==> src/rtl/y_demux2_reg.sv <==
// rtl/y_demux2_reg.sv - registered 1-to-2 demultiplexer with per-channel valid/ready and counters
// Each channel is a one-entry register; a drain and a reload in the same cycle sustain full rate.
module y_demux2_reg #(
   parameter int SIZE  = 2,
   parameter int CNT_W = 8
) (
   input  logic             clk,
   input  logic             reset,
   input  logic             in_valid,
   output logic             in_ready,
   input  logic [SIZE-1:0]  in_data,
   input  logic             in_sel,
   output logic             o0_valid,
   input  logic             o0_ready,
   output logic [SIZE-1:0]  o0_data,
   output logic             o1_valid,
   input  logic             o1_ready,
   output logic [SIZE-1:0]  o1_data,
   output logic [CNT_W-1:0] cnt0,
   output logic [CNT_W-1:0] cnt1
);

   localparam logic ST_EMPTY = 1'b0;
   localparam logic ST_FULL  = 1'b1;

   logic             r_st0;
   logic             r_st1;
   logic [SIZE-1:0]  r_data0;
   logic [SIZE-1:0]  r_data1;
   logic [CNT_W-1:0] r_cnt0;
   logic [CNT_W-1:0] r_cnt1;

   logic w_room0;
   logic w_room1;
   logic w_accept;
   logic w_acc0;
   logic w_acc1;
   logic w_drain0;
   logic w_drain1;

   assign o0_valid = (r_st0 == ST_FULL);
   assign o1_valid = (r_st1 == ST_FULL);
   assign o0_data  = r_data0;
   assign o1_data  = r_data1;
   assign cnt0     = r_cnt0;
   assign cnt1     = r_cnt1;

   // A channel has room if empty or if its word leaves this very cycle.
   assign w_room0  = !o0_valid || o0_ready;
   assign w_room1  = !o1_valid || o1_ready;
   assign in_ready = in_sel ? w_room1 : w_room0;

   assign w_accept = in_valid && in_ready;
   assign w_acc0   = w_accept && !in_sel;
   assign w_acc1   = w_accept && in_sel;
   assign w_drain0 = o0_valid && o0_ready;
   assign w_drain1 = o1_valid && o1_ready;

   always_ff @(posedge clk) begin
      if (reset) begin
         r_st0   <= ST_EMPTY;
         r_data0 <= '0;
         r_cnt0  <= '0;
      end else if (w_acc0) begin
         r_st0   <= ST_FULL;
         r_data0 <= in_data;
         r_cnt0  <= r_cnt0 + CNT_W'(1);
      end else if (w_drain0) begin
         r_st0   <= ST_EMPTY;
      end
   end

   always_ff @(posedge clk) begin
      if (reset) begin
         r_st1   <= ST_EMPTY;
         r_data1 <= '0;
         r_cnt1  <= '0;
      end else if (w_acc1) begin
         r_st1   <= ST_FULL;
         r_data1 <= in_data;
         r_cnt1  <= r_cnt1 + CNT_W'(1);
      end else if (w_drain1) begin
         r_st1   <= ST_EMPTY;
      end
   end

endmodule

==> config.mk <==
export PLATFORM = sky130hd
export DESIGN_NAME = y_demux2_reg
export DESIGN_NICKNAME = d
export VERILOG_FILES = /design/src/rtl/y_demux2_reg.sv
export SDC_FILE = /design/constraint.sdc
export NUM_CORES = 1
export LEC_CHECK = 0
export CORE_UTILIZATION = 42
export CTS_BUF_LIST = sky130_fd_sc_hd__clkbuf_8
export CTS_CLUSTER_SIZE = 8
export DETAILED_ROUTE_END_ITERATION = 12
export PLACE_DENSITY = 0.77
export SYNTH_ARGS = -nofsm -noshare
export SYNTH_HDL_FRONTEND = slang
export SYNTH_SLANG_ARGS = --single-unit
==> constraint.sdc <==
create_clock -name clk -period 1.2 [get_ports clk]
set_clock_uncertainty 0.15 [all_clocks]
set_input_delay 0.18 -clock clk [delete_from_list [all_inputs] [get_ports clk]]
set_output_delay 0.18 -clock clk [all_outputs]
set_load 0.1 [all_outputs]
==> impl_metrics.json, run 1 <==
{
  "die_x_um": 49.68,
  "fp.dieH_um": 49.68,
  "synth_area_leaders": "dfxtp_1 (46%), nor2_1 (6.7%), xnor2_1 (6.4%)",
  "synth.distinct_cells": 25,
  "synthArstFlopShare_pct": 0,
  "synthFlopType": "dfxtp_1",
  "root_buffer": "clkbuf_8",
  "htree_levels": 1,
  "syn_area_sq_um": 954.7,
  "synth_top_family_by_area": "simple AND/OR/NAND/NOR gates",
  "cts_buffer_depth": 2,
  "synth.avg_cell_area_sq_um": 8.758,
  "synthSimpleGateAreaFrac_pct": 28.57,
  "ys_seq_area_share_pct": 46.13,
  "synth_edf_count": 0,
  "error_line": "[ERROR DPL-0038] Utilization greater than 100%, impossible to legalize",
  "yosys_warnings": 0,
  "cts_buffers": 3,
  "portBuffers": 30,
  "clock_sinks": 22,
  "postCtsResizedCells": 40,
  "synth-seq-cells": 22,
  "dp_hpwl_um": 2126,
  "synth_xor_area_share_pct": 11.93,
  "place_congestion": 0.7817,
  "cts_hold_buf": 0,
  "place_ws_ns": -0.5432,
  "synth.net_count": 119,
  "post_cts_buffers": 9,
  "start_util_pct": 46.75,
  "synth_compound_area_share_pct": 6.815,
  "synth.mux.area_fraction_pct": 0,
  "yosysTopAreaCell": "dfxtp_1",
  "outcome": "did not finish",
  "row_count": 16,
  "haltStage": "clock tree synthesis",
  "ios": 31,
  "synthCells": 109,
  "synthAdderAreaFrac_pct": 2.621,
  "netlist.area_leader.share_pct": 46.13
}
==> cell families after synthesis <==
logic type | Yosys count
compound gates | 13
simple gates | 54
fa+ha+maj | 2
xor+xnor | 13
flops | 22
buf+inv | 5
==> synth_stat cells (2+ instances only) <==
cell type   n
xor2_1      6
a21oi_1     9
nor2_1     17
nand4_1     5
ha_1        2
nand2_1    10
clkbuf_1    2
and2_1      2
nand3_1     7
nor3_1      2
o21ai_0     4
xnor2_1     7
dfxtp_1    22
nor4_1      3
==> per-stage QoR <==
stage | hold WS, ns | TNS [ns] | cell area, sq um | cells
2_1_floorplan | 0.08936 | -3.921 | 1062 | 109
3_3_place_gp | 0.3190 | -8.500 | 1748 | 183
3_5_place_dp | 0.3178 | -9.845 | 1748 | 183
==> run 2, diff against run 1 <==
Settings changed: CORE_AREA set to 2 2 63 65, CORE_UTILIZATION 42 to unset, CTS_BUF_LIST sky130_fd_sc_hd__clkbuf_8 to unset, CTS_CLUSTER_SIZE 8 to unset, DIE_AREA set to 0 0 65 67, PLACE_DENSITY 0.77 to unset, PLACE_DENSITY_LB_ADDON set to 0.15.
Clock period 1.2 ns to 1.6 ns, I/O delays scaled along.
==> impl_metrics.json, run 2 <==
{
  "fin_crit_ns": 1.525,
  "die-area_sq_um": 4355,
  "globalRouteOverflowTotal": 0,
  "drc": 0,
  "finalSetupViolCount": 0,
  "grt_busiest_layer": "met2",
  "synth.distinct_cells": 25,
  "dp_hpwl_um": 1656,
  "rsz0062_at_grt": "yes",
  "synth_most_common_cell": "dfxtp_1",
  "yosysTopAreaCell": "dfxtp_1",
  "cp-start-kind": "input port",
  "path_clk_slew_ns": 0.08,
  "grt_pass1_vias": 811,
  "dr.first_iter.drc_count": 14,
  "vias": 904,
  "area_growth_pct": 79.42,
  "grt_pass1_wl_um": 3795,
  "global_route.usage.met3_pct": 2.027,
  "min_period_over_period_pct": 95.31,
  "routedWlPerCell_um": 11.61,
  "grt_start_max_net_pins": 23,
  "ant_nets": 0,
  "fp.dieH_um": 67,
  "post-route-util_pct": 47.50,
  "final_common_cell": "buf_12",
  "synthCells": 109,
  "crit_path_max_fanout": 2,
  "row_count": 22,
  "min_path_cells": 2,
  "powerDensity_nw_per_um2": 714.6,
  "synthFlopType": "dfxtp_1",
  "syn_area_sq_um": 954.7,
  "total_power_mw": 1.224,
  "fmax_mhz": 655.8,
  "clock_sinks": 22,
  "cts_tree": "yes",
  "netlist.area_leader.share_pct": 46.13,
  "critPathArrivalTime_ns": 1.13,
  "fin_nets": 157,
  "ys_top_cells_by_count": "dfxtp_1 (22), nor2_1 (17), nand2_1 (10)",
  "crit_path_end_kind": "output pin",
  "critPathSlowestCell": "clkdlybuf4s50_1",
  "max_stage_delay_ns": 0.51,
  "met2_usage_pct": 17.40,
  "outcome": "completed",
  "worstSkewPairLatency_ns": 0.26,
  "place_congestion": 0.7349,
  "ios": 31,
  "power.leakage_nw": 0.6369,
  "peakVddDrop_mv": 0.3426,
  "synth.avg_cell_area_sq_um": 8.758,
  "die_x_um": 65,
  "track_usage_pct": 11.39,
  "yosys_warnings": 0,
  "whs_ns": 0.3489,
  "hold_viol": 0,
  "cts_buffer_depth": 2,
  "r2r_cells": 5,
  "synth-seq-cells": 22,
  "htree_levels": 1,
  "wl_um": 2253,
  "start_util_pct": 26.47,
  "gr-usage-met1_pct": 15.05,
  "maxSlewHeadroom_pct": 74.92,
  "cts_buffers": 3,
  "vias_per_cell": 4.660,
  "layout_common_cells": "buf_12 (24), nor2_1 (16), dfxtp_4 (12)",
  "maxCapViolCount": 0,
  "worstSetupPathType": "in2out",
  "required_ns": 1.21,
  "synth_edf_count": 0,
  "tightest_slew_ns": 0.3748,
  "slew_violations": 0,
  "antenna_found_initial": 0,
  "hold_path.class": "reg2reg",
  "path_cells": "clkdlybuf4s50_1 > nor2b_4 > a21oi_4 > buf_12",
  "ys_seq_area_share_pct": 46.13,
  "first_pass_iters": 4,
  "portBuffers": 30,
  "core_area_sq_um": 3606,
  "num_antenna_cells": 0,
  "root_buffer": "clkbuf_8",
  "synth_area_leaders": "dfxtp_1 (46%), nor2_1 (6.7%), xnor2_1 (6.4%)",
  "synth.net_count": 119,
  "drive_gt1_share_pct": 39.04,
  "synthArstFlopShare_pct": 0
}
run 2: cell counts after synthesis:
Identical to the previous run, type by type.
run 2: critical path, delay by kind of cell:
kind / cells / cell delay (ns)
buf+inv: 2 / 0.70
simple gates: 1 / 0.06
compound gates: 1 / 0.14
run 2: metrics by stage:
step,area (sq um),setup WS (ns),std cells,TNS [ns]
2_1_floorplan,1026,-0.09519,109,-0.09519
3_3_place_gp,1634,-0.1454,188,-1.102
3_5_place_dp,1634,-0.1570,188,-1.353
4_1_cts,1705,0.006946,194,0
5_1_grt,1713,-0.004843,194,-0.009523
6_report,1713,0.07509,194,0
run 2: per-layer routing:
layer  up-vias  wire [um]
li1        445          -
met3         6        134
met5         -          0
met4         0         59
met2        30       1076
met1       423        982
run 2: final timing paths:
| check | startpoint | slack (ns) | end |
|---|---|---|---|
| max | o1_ready | 0.08 | in_ready |
| min | o0_data[0]$_SDFFE_PP0P_ | 0.35 | o0_data[0]$_SDFFE_PP0P_ |
| max reg2reg | o1_valid$_SDFFE_PP0P_ | 0.14 | cnt1[7]$_SDFFE_PP0P_ |
| min reg2reg | o0_data[0]$_SDFFE_PP0P_ | 0.35 | o0_data[0]$_SDFFE_PP0P_ |
run 2: layout make-up:
class / instances / area [sq um]
well taps: 48 / 60.06
fillers: 333 / 1893
flip-flops and latches: 22 / 490.5
multi-input cells: 82 / 503.0
repair buffers: 38 / 604.3
clock buffers: 4 / 55.05
run 2: report_power, final:
group	leakage, nW	internal, mW	switching [mW]
clock network	0.0288	0.219	0.173
logic	0.418	0.103	0.163
registers	0.190	0.548	0.0191
total	0.637	0.870	0.355
run 2: what timing repair did:
| item | CTS | global route |
|---|---|---|
| hold buffers | 0 | 0 |
| resized for setup | 2 | 2 |
| setup buffers | 2 | 0 |
| setup endpoints to repair | 1 | 4 |
run 2: cells by family after synthesis:
kind of cell             count (synthesis)  synth area share [%]
AND/OR/NAND/NOR                         54                 28.57
buffers and inverters                    5                 3.931
flip-flops                              22                 46.13
AO/OA/AOI/OAI                           13                 6.815
XOR/XNOR                                13                 11.93
adder cells (fa/ha/maj)                  2                 2.621
No activity file was read; power rests on OpenSTA's default activity.
==> run 3, diff against run 2 <==
Settings changed: CAP_MARGIN set to 10.
==> results of run 3 <==
Same layout as run 2: the final DEF is identical, and so are final timing and power.
